**src/rtl/mem_arbiter_if.sv**
```systemverilog
// Bundle of the IFU, LSU and memory-port handshakes around mem_arbiter.
// slave = arbiter view, master = the surrounding clients and memory.
interface mem_arbiter_if #(
  parameter int ADDR_W = 32,
  parameter int DATA_W = 32
);
  logic              ifu_req_valid;
  logic              ifu_req_ready;
  logic [ADDR_W-1:0] ifu_req_addr;
  logic              ifu_resp_valid;
  logic              ifu_resp_ready;
  logic [DATA_W-1:0] ifu_resp_rdata;
  logic              ifu_resp_err;

  logic                 lsu_req_valid;
  logic                lsu_req_ready;
  logic [ADDR_W-1:0]   lsu_req_addr;
  logic                lsu_req_wen;
  logic [DATA_W-1:0]   lsu_req_wdata;
  logic [DATA_W/8-1:0] lsu_req_wmask;
  logic [1:0]          lsu_req_size;
  logic                lsu_resp_valid;
  logic                lsu_resp_ready;
  logic [DATA_W-1:0]   lsu_resp_rdata;
  logic                lsu_resp_err;

  logic                mem_req_valid;
  logic                mem_req_ready;
  logic [ADDR_W-1:0]   mem_req_addr;
  logic                mem_req_wen;
  logic [DATA_W-1:0]   mem_req_wdata;
  logic [DATA_W/8-1:0] mem_req_wmask;
  logic [1:0]          mem_req_size;
  logic                mem_resp_valid;
  logic                mem_resp_ready;
  logic [DATA_W-1:0]   mem_resp_rdata;
  logic                mem_resp_err;

  modport slave (
    input  ifu_req_valid, ifu_req_addr, ifu_resp_ready,
    output ifu_req_ready, ifu_resp_valid, ifu_resp_rdata, ifu_resp_err,
    input  lsu_req_valid, lsu_req_addr, lsu_req_wen, lsu_req_wdata, lsu_req_wmask,
           lsu_req_size, lsu_resp_ready,
    output lsu_req_ready, lsu_resp_valid, lsu_resp_rdata, lsu_resp_err,
    output mem_req_valid, mem_req_addr, mem_req_wen, mem_req_wdata, mem_req_wmask,
           mem_req_size, mem_resp_ready,
    input  mem_req_ready, mem_resp_valid, mem_resp_rdata, mem_resp_err
  );

  modport master (
    output ifu_req_valid, ifu_req_addr, ifu_resp_ready,
    input  ifu_req_ready, ifu_resp_valid, ifu_resp_rdata, ifu_resp_err,
    output lsu_req_valid, lsu_req_addr, lsu_req_wen, lsu_req_wdata, lsu_req_wmask,
           lsu_req_size, lsu_resp_ready,
    input  lsu_req_ready, lsu_resp_valid, lsu_resp_rdata, lsu_resp_err,
    input  mem_req_valid, mem_req_addr, mem_req_wen, mem_req_wdata, mem_req_wmask,
           mem_req_size, mem_resp_ready,
    output mem_req_ready, mem_resp_valid, mem_resp_rdata, mem_resp_err
  );
endinterface

```
**src/rtl/mem_arbiter.sv**
```systemverilog
// Two-client (IFU/LSU) round-robin arbiter for a single memory port.
// One transaction in flight; request payload is registered, response is passed through.
module mem_arbiter #(
  parameter int ADDR_W = 32,
  parameter int DATA_W = 32
) (
  input  logic          sys_clk,
  input  logic          sys_rst,
  mem_arbiter_if.slave  bus_io
);
  typedef enum logic [1:0] {IDLE, REQ, RESP} state_e;
  localparam logic OWN_IFU = 1'b0;
  localparam logic OWN_LSU = 1'b1;

  state_e              state_q, state_d;
  logic                owner_q, owner_d;
  logic                last_grant_q, last_grant_d;
  logic [ADDR_W-1:0]   addr_q, addr_d;
  logic                wen_q, wen_d;
  logic [DATA_W-1:0]   wdata_q, wdata_d;
  logic [DATA_W/8-1:0] wmask_q, wmask_d;
  logic [1:0]          size_q, size_d;
  logic                grant_ifu, grant_lsu;

  // A tie goes to whichever client was not granted last.
  assign grant_ifu = bus_io.ifu_req_valid &&
                     (!bus_io.lsu_req_valid || last_grant_q == OWN_LSU);
  assign grant_lsu = bus_io.lsu_req_valid && !grant_ifu;

  always_comb begin
    state_d      = state_q;
    owner_d      = owner_q;
    last_grant_d = last_grant_q;
    addr_d       = addr_q;
    wen_d        = wen_q;
    wdata_d      = wdata_q;
    wmask_d      = wmask_q;
    size_d       = size_q;
    bus_io.ifu_req_ready  = 1'b0;
    bus_io.lsu_req_ready  = 1'b0;
    bus_io.ifu_resp_valid = 1'b0;
    bus_io.ifu_resp_rdata = '0;
    bus_io.ifu_resp_err   = 1'b0;
    bus_io.lsu_resp_valid = 1'b0;
    bus_io.lsu_resp_rdata = '0;
    bus_io.lsu_resp_err   = 1'b0;
    bus_io.mem_resp_ready = 1'b0;
    case (state_q)
      IDLE: begin
        // Held in reset the arbiter must not hand out readies.
        if (sys_rst) begin
          bus_io.ifu_req_ready = grant_ifu;
          bus_io.lsu_req_ready = grant_lsu;
          if (grant_ifu) begin
            state_d      = REQ;
            owner_d      = OWN_IFU;
            last_grant_d = OWN_IFU;
            addr_d       = bus_io.ifu_req_addr;
            wen_d        = 1'b0;
            wdata_d      = '0;
            wmask_d      = '0;
            size_d       = 2'd2;
          end else if (grant_lsu) begin
            state_d      = REQ;
            owner_d      = OWN_LSU;
            last_grant_d = OWN_LSU;
            addr_d       = bus_io.lsu_req_addr;
            wen_d        = bus_io.lsu_req_wen;
            wdata_d      = bus_io.lsu_req_wdata;
            wmask_d      = bus_io.lsu_req_wmask;
            size_d       = bus_io.lsu_req_size;
          end
        end
      end
      REQ: begin
        if (bus_io.mem_req_ready) state_d = RESP;
      end
      RESP: begin
        if (owner_q == OWN_LSU) begin
          bus_io.lsu_resp_valid = bus_io.mem_resp_valid;
          bus_io.lsu_resp_rdata = bus_io.mem_resp_rdata;
          bus_io.lsu_resp_err   = bus_io.mem_resp_err;
          bus_io.mem_resp_ready = bus_io.lsu_resp_ready;
        end else begin
          bus_io.ifu_resp_valid = bus_io.mem_resp_valid;
          bus_io.ifu_resp_rdata = bus_io.mem_resp_rdata;
          bus_io.ifu_resp_err   = bus_io.mem_resp_err;
          bus_io.mem_resp_ready = bus_io.ifu_resp_ready;
        end
        if (bus_io.mem_resp_valid && bus_io.mem_resp_ready) state_d = IDLE;
      end
      default: state_d = IDLE;
    endcase
  end

  always_ff @(posedge sys_clk) begin
    if (!sys_rst) begin
      state_q      <= IDLE;
      owner_q      <= OWN_IFU;
      last_grant_q <= OWN_LSU;
      addr_q       <= '0;
      wen_q        <= 1'b0;
      wdata_q      <= '0;
      wmask_q      <= '0;
      size_q       <= '0;
    end else begin
      state_q      <= state_d;
      owner_q      <= owner_d;
      last_grant_q <= last_grant_d;
      addr_q       <= addr_d;
      wen_q        <= wen_d;
      wdata_q      <= wdata_d;
      wmask_q      <= wmask_d;
      size_q       <= size_d;
    end
  end

  assign bus_io.mem_req_valid = (state_q == REQ);
  assign bus_io.mem_req_addr  = addr_q;
  assign bus_io.mem_req_wen   = wen_q;
  assign bus_io.mem_req_wdata = wdata_q;
  assign bus_io.mem_req_wmask = wmask_q;
  assign bus_io.mem_req_size  = size_q;
endmodule

```
**src/flat_wrapper.sv**
```systemverilog
// flat-port wrapper written by rule: the top's interface ports become plain ports
module mem_arbiter_flat 
#(
  parameter int ADDR_W = 32,
  parameter int DATA_W = 32
)
  (sys_clk, sys_rst, bus_io_ifu_req_valid, bus_io_ifu_req_addr, bus_io_ifu_resp_ready, bus_io_ifu_req_ready, bus_io_ifu_resp_valid, bus_io_ifu_resp_rdata, bus_io_ifu_resp_err, bus_io_lsu_req_valid, bus_io_lsu_req_addr, bus_io_lsu_req_wen, bus_io_lsu_req_wdata, bus_io_lsu_req_wmask, bus_io_lsu_req_size, bus_io_lsu_resp_ready, bus_io_lsu_req_ready, bus_io_lsu_resp_valid, bus_io_lsu_resp_rdata, bus_io_lsu_resp_err, bus_io_mem_req_valid, bus_io_mem_req_addr, bus_io_mem_req_wen, bus_io_mem_req_wdata, bus_io_mem_req_wmask, bus_io_mem_req_size, bus_io_mem_resp_ready, bus_io_mem_req_ready, bus_io_mem_resp_valid, bus_io_mem_resp_rdata, bus_io_mem_resp_err);
  mem_arbiter_if #(.ADDR_W(ADDR_W), .DATA_W(DATA_W)) bus_io_i ();
  input  logic sys_clk;
  input  logic sys_rst;
  input wire logic [$bits(bus_io_i.ifu_req_valid)-1:0] bus_io_ifu_req_valid;
  input wire logic [$bits(bus_io_i.ifu_req_addr)-1:0] bus_io_ifu_req_addr;
  input wire logic [$bits(bus_io_i.ifu_resp_ready)-1:0] bus_io_ifu_resp_ready;
  output wire logic [$bits(bus_io_i.ifu_req_ready)-1:0] bus_io_ifu_req_ready;
  output wire logic [$bits(bus_io_i.ifu_resp_valid)-1:0] bus_io_ifu_resp_valid;
  output wire logic [$bits(bus_io_i.ifu_resp_rdata)-1:0] bus_io_ifu_resp_rdata;
  output wire logic [$bits(bus_io_i.ifu_resp_err)-1:0] bus_io_ifu_resp_err;
  input wire logic [$bits(bus_io_i.lsu_req_valid)-1:0] bus_io_lsu_req_valid;
  input wire logic [$bits(bus_io_i.lsu_req_addr)-1:0] bus_io_lsu_req_addr;
  input wire logic [$bits(bus_io_i.lsu_req_wen)-1:0] bus_io_lsu_req_wen;
  input wire logic [$bits(bus_io_i.lsu_req_wdata)-1:0] bus_io_lsu_req_wdata;
  input wire logic [$bits(bus_io_i.lsu_req_wmask)-1:0] bus_io_lsu_req_wmask;
  input wire logic [$bits(bus_io_i.lsu_req_size)-1:0] bus_io_lsu_req_size;
  input wire logic [$bits(bus_io_i.lsu_resp_ready)-1:0] bus_io_lsu_resp_ready;
  output wire logic [$bits(bus_io_i.lsu_req_ready)-1:0] bus_io_lsu_req_ready;
  output wire logic [$bits(bus_io_i.lsu_resp_valid)-1:0] bus_io_lsu_resp_valid;
  output wire logic [$bits(bus_io_i.lsu_resp_rdata)-1:0] bus_io_lsu_resp_rdata;
  output wire logic [$bits(bus_io_i.lsu_resp_err)-1:0] bus_io_lsu_resp_err;
  output wire logic [$bits(bus_io_i.mem_req_valid)-1:0] bus_io_mem_req_valid;
  output wire logic [$bits(bus_io_i.mem_req_addr)-1:0] bus_io_mem_req_addr;
  output wire logic [$bits(bus_io_i.mem_req_wen)-1:0] bus_io_mem_req_wen;
  output wire logic [$bits(bus_io_i.mem_req_wdata)-1:0] bus_io_mem_req_wdata;
  output wire logic [$bits(bus_io_i.mem_req_wmask)-1:0] bus_io_mem_req_wmask;
  output wire logic [$bits(bus_io_i.mem_req_size)-1:0] bus_io_mem_req_size;
  output wire logic [$bits(bus_io_i.mem_resp_ready)-1:0] bus_io_mem_resp_ready;
  input wire logic [$bits(bus_io_i.mem_req_ready)-1:0] bus_io_mem_req_ready;
  input wire logic [$bits(bus_io_i.mem_resp_valid)-1:0] bus_io_mem_resp_valid;
  input wire logic [$bits(bus_io_i.mem_resp_rdata)-1:0] bus_io_mem_resp_rdata;
  input wire logic [$bits(bus_io_i.mem_resp_err)-1:0] bus_io_mem_resp_err;
  assign bus_io_i.ifu_req_valid = bus_io_ifu_req_valid;
  assign bus_io_i.ifu_req_addr = bus_io_ifu_req_addr;
  assign bus_io_i.ifu_resp_ready = bus_io_ifu_resp_ready;
  assign bus_io_ifu_req_ready = bus_io_i.ifu_req_ready;
  assign bus_io_ifu_resp_valid = bus_io_i.ifu_resp_valid;
  assign bus_io_ifu_resp_rdata = bus_io_i.ifu_resp_rdata;
  assign bus_io_ifu_resp_err = bus_io_i.ifu_resp_err;
  assign bus_io_i.lsu_req_valid = bus_io_lsu_req_valid;
  assign bus_io_i.lsu_req_addr = bus_io_lsu_req_addr;
  assign bus_io_i.lsu_req_wen = bus_io_lsu_req_wen;
  assign bus_io_i.lsu_req_wdata = bus_io_lsu_req_wdata;
  assign bus_io_i.lsu_req_wmask = bus_io_lsu_req_wmask;
  assign bus_io_i.lsu_req_size = bus_io_lsu_req_size;
  assign bus_io_i.lsu_resp_ready = bus_io_lsu_resp_ready;
  assign bus_io_lsu_req_ready = bus_io_i.lsu_req_ready;
  assign bus_io_lsu_resp_valid = bus_io_i.lsu_resp_valid;
  assign bus_io_lsu_resp_rdata = bus_io_i.lsu_resp_rdata;
  assign bus_io_lsu_resp_err = bus_io_i.lsu_resp_err;
  assign bus_io_mem_req_valid = bus_io_i.mem_req_valid;
  assign bus_io_mem_req_addr = bus_io_i.mem_req_addr;
  assign bus_io_mem_req_wen = bus_io_i.mem_req_wen;
  assign bus_io_mem_req_wdata = bus_io_i.mem_req_wdata;
  assign bus_io_mem_req_wmask = bus_io_i.mem_req_wmask;
  assign bus_io_mem_req_size = bus_io_i.mem_req_size;
  assign bus_io_mem_resp_ready = bus_io_i.mem_resp_ready;
  assign bus_io_i.mem_req_ready = bus_io_mem_req_ready;
  assign bus_io_i.mem_resp_valid = bus_io_mem_resp_valid;
  assign bus_io_i.mem_resp_rdata = bus_io_mem_resp_rdata;
  assign bus_io_i.mem_resp_err = bus_io_mem_resp_err;
  mem_arbiter #(.ADDR_W(ADDR_W), .DATA_W(DATA_W)) u_core (.sys_clk(sys_clk), .sys_rst(sys_rst), .bus_io(bus_io_i));
endmodule
```
**config.mk**
```make
export PLATFORM = sky130hd
export DESIGN_NAME = mem_arbiter_flat
export DESIGN_NICKNAME = d
export VERILOG_FILES = /design/src/rtl/mem_arbiter_if.sv /design/src/rtl/mem_arbiter.sv /design/src/flat_wrapper.sv
export SDC_FILE = /design/constraint.sdc
export NUM_CORES = 1
export LEC_CHECK = 0
export ABC_AREA = 1
export ABC_CLOCK_PERIOD_IN_PS = 1040
export BUFFER_PORTS_ARGS = -buffer_cell sky130_fd_sc_hd__buf_2
export CAP_MARGIN = 25
export CORE_ASPECT_RATIO = 1.5
export CORE_MARGIN = 2
export CORE_UTILIZATION = 25
export DETAILED_ROUTE_END_ITERATION = 10
export HOLD_SLACK_MARGIN = 0.15
export SYNTH_ARGS = -nofsm -noshare
export SYNTH_HDL_FRONTEND = slang
export SYNTH_SLANG_ARGS = --single-unit
```
**constraint.sdc**
```tcl
create_clock -name sys_clk -period 1.04 [get_ports sys_clk]
set_input_delay 0.052 -clock sys_clk [delete_from_list [all_inputs] [get_ports sys_clk]]
set_output_delay 0.052 -clock sys_clk [all_outputs]
set_load 0.1 [all_outputs]
```
==> key figures <==
Timing
  • Max Freq: 618 MHz
  • Setup-failing EPs final: roughly 150
  • Clock skew: between 0.009 and 0.01 ns
  • Fin crit period: ~1.6 ns
  • Final Hold Vio Count: 0
  • Final period util: 156%
  • Final Worst Setup Slack: -0.578 ns
  • Final Max Tran Viols: 0
  • Worst hold slack: between 0.1 and 0.15 ns
  • Worst Tran Pin Value: ~0.29 ns
  • Worst slew margin: 80.9%
  • RSZ-0062 raised after global routing: true

Placement
  • Routability-driven placement congestion ratio: 0.851
  • HPWL after detailed placement: about 12000 um
  • Placed cells: between 1000 and 1500
  • Number of I/O port buffers: 286

Setup path
  • Data arrival, critical path: 1.57 ns
  • Worst-path maximum fanout: 20
  • Setup CP Type: flip-flop to output pin
  • Worst r2r path cells: 11
  • CP required: about 0.99 ns
  • Endpoint type of the worst setup path: output pin
  • Startpoint Class: flip-flop

Detailed routing
  • Drt wl/cell: between 15 and 20 um
  • Vias: 5597
  • DR vias/cell: 4.59
  • Initial detailed-routing violation count: 206
  • DRC viols: 0
  • DRT antenna net count: 0
  • Routed WL: 19800 um
  • First-pass DRT Iterations: 7

Run status
  • Run status: finished with violations
  • Failing checks: setup timing

Global routing
  • First-pass GRT wire length: 29300 um
  • Vias in the first global route: 5692
  • Antenna violations before repair: 4
  • Global route total overflow: 0
  • Global Route Usage Sum: about a quarter
  • Largest net degree at the start of global routing: between 40 and 50

Clock network
  • CTS max path bufs: 2
  • Clock root cell: clkbuf_16
  • CTS Sinks: 75
  • Clk_lat worst skew: 0.34 ns
  • Htree depth: 3
  • Clock slew at reported path FFs: approximately 0.06 ns
  • CTS buffer count: 9
  • CTS tree: yes

Layout
  • Final net count: roughly 1200
  • Fill cell count: between 900 and 1000
  • Synth-to-layout area growth: 179%
  • Share of layout cells above drive strength 1: about half
  • Commonest non-fill, non-tap cell in the layout: buf_12
  • Most frequent cells in the layout: 162 x buf_12, 148 x nand2_1, 143 x buf_2, 105 x dlygate4sd3_1, 104 x inv_1
  • Fin cells: ~1200

Synthesis
  • Post-synthesis cell area: roughly 3700 um^2
  • Yosys cell types: 19
  • #FFs+latches synth: 75
  • Syn. warnings: 0
  • Part of the Yosys area used for sequential elements: about two fifths
  • Synth Area per Inst: 6.21 um^2
  • Synthesized instance count: around 600
  • Syn_nets: 740

Die
  • Initial core utilization: between 20% and 30%
  • # rows: 54
  • Die Wd: a little over 100 um
  • Ports: ~290
  • Die Ht: about 150 um
  • Area of the die: roughly 16000 um^2
  • Core ar.: between 10000 and 15000 um^2

Power
  • Static leakage: 0.00488 uW
  • VDD IR-drop max: just over 0.9 mV
  • Power Density: about 1300 nW/um^2

Worst hold path
  • Worst Hold Class: input pin to flip-flop
  • Hold Path Cell Cnt: 6

Run
  • Max_cap viols: 0
[report_power, final]
part,internal [uW],switching (uW),total [uW]
Sequential,3190,271,3460
Clock,2110,1270,3380
Combinational,2420,3660,6070
Total,7710,5200,12900
[per-layer routing]
layer	track usage, %	routed length, um
met5	0	13
met4	15.1	1160
met3	5.85	1380
met2	42.9	10600
met1	23.9	6640
[area by class of cell]
type	instances	area [um^2]	share of cell area, %
Antenna cell	3	7.51	0.0729
Clock buffer	10	229	2.22
Timing Repair Buffer	446	5420	52.6
Tap cell	196	245	2.38
Multi-Input combinational cell	374	2310	22.5
Inverter	109	412	4.00
Sequential cell	75	1580	15.4
Clock inverter	6	88.8	0.862
[logic make-up (layout without fill, tap and decap cells)]
group	count (synthesis)	after routing	share of synthesized area, %
buf+inv	147	571	16.3
compound gates	37	37	5.18
flops	75	75	40.6
other cells	0	3	0
simple gates	337	337	38.0
[worst max-delay path, cell delays in order (launching register included)]
cell and delay [ns]:
dfxtp_2 0.33, buf_6 0.11, nor2_4 0.17, nand2_4 0.09, buf_12 0.20, nor2_4 0.14, buf_12 0.18
[path summary, 6_finish.rpt]
check / start / to / slack [ns]
max reg2reg: u_core.state_q[0] / u_core.bus_io.mem_req_wdata[23] / -0.35
min reg2reg: u_core.bus_io.mem_req_wmask[0] / u_core.bus_io.mem_req_wmask[0] / 0.49
max: u_core.state_q[0] / bus_io_lsu_resp_rdata[21] / -0.58
min: bus_io_lsu_resp_ready / u_core.state_q[1] / 0.13
[cell usage after synthesis]
| master | n | area, um^2 |
|---|---|---|
| nand2_2 | 1 | 6.26 |
| clkbuf_1 | 13 | 48.8 |
| and3_1 | 1 | 6.26 |
| o21ai_0 | 1 | 5.00 |
| buf_2 | 16 | 80.1 |
| a21oi_2 | 1 | 8.76 |
| nor2_2 | 1 | 6.26 |
| nand2_1 | 154 | 578 |
| o211ai_1 | 1 | 7.51 |
| dfxtp_1 | 75 | 1500 |
| buf_1 | 3 | 11.3 |
| nand3_1 | 104 | 521 |
| nor2_1 | 75 | 282 |
| buf_4 | 4 | 30.0 |
| buf_6 | 2 | 22.5 |
| a21oi_1 | 34 | 170 |
| inv_2 | 3 | 11.3 |
| nor3_1 | 1 | 5.00 |
| inv_1 | 106 | 398 |
[registers in the layout, indices dropped and copies added, names as in the netlist]
name	flops
u_core.bus_io.mem_req_size	2
u_core.bus_io.mem_req_addr	32
u_core.state_q	2
u_core.owner_q	1
u_core.bus_io.mem_req_wmask	4
u_core.bus_io.mem_req_wdata	32
u_core.bus_io.mem_req_wen	1
u_core.last_grant_q	1
[repair_timing]
action | CTS | global route
resized for setup | 34 | 39
pin swaps | 3 | 4
buffers inserted | 10 | 7
setup endpoints to repair | 146 | 147
endpoints found under the hold margin | 73 | 0
hold buffers | 105 | 0
gates cloned | 4 | 3
[metrics by stage]
step	setup TNS [ns]	cell area [um^2]	util [%]	worst slack [ns]	power (uW)
finish	-59.90	10300	70.9	-0.578	12900
global route	-68.41	10300	70.9	-0.636	13400
CTS	-58.50	9970	68.6	-0.564	12700
detailed placement	-23.26	8270	56.9	-0.233	8710
global placement	-20.63	8270	56.9	-0.202	8670
floorplan	-42.58	4300	-	-0.610	6600
(Power assumes the default switching activity.)
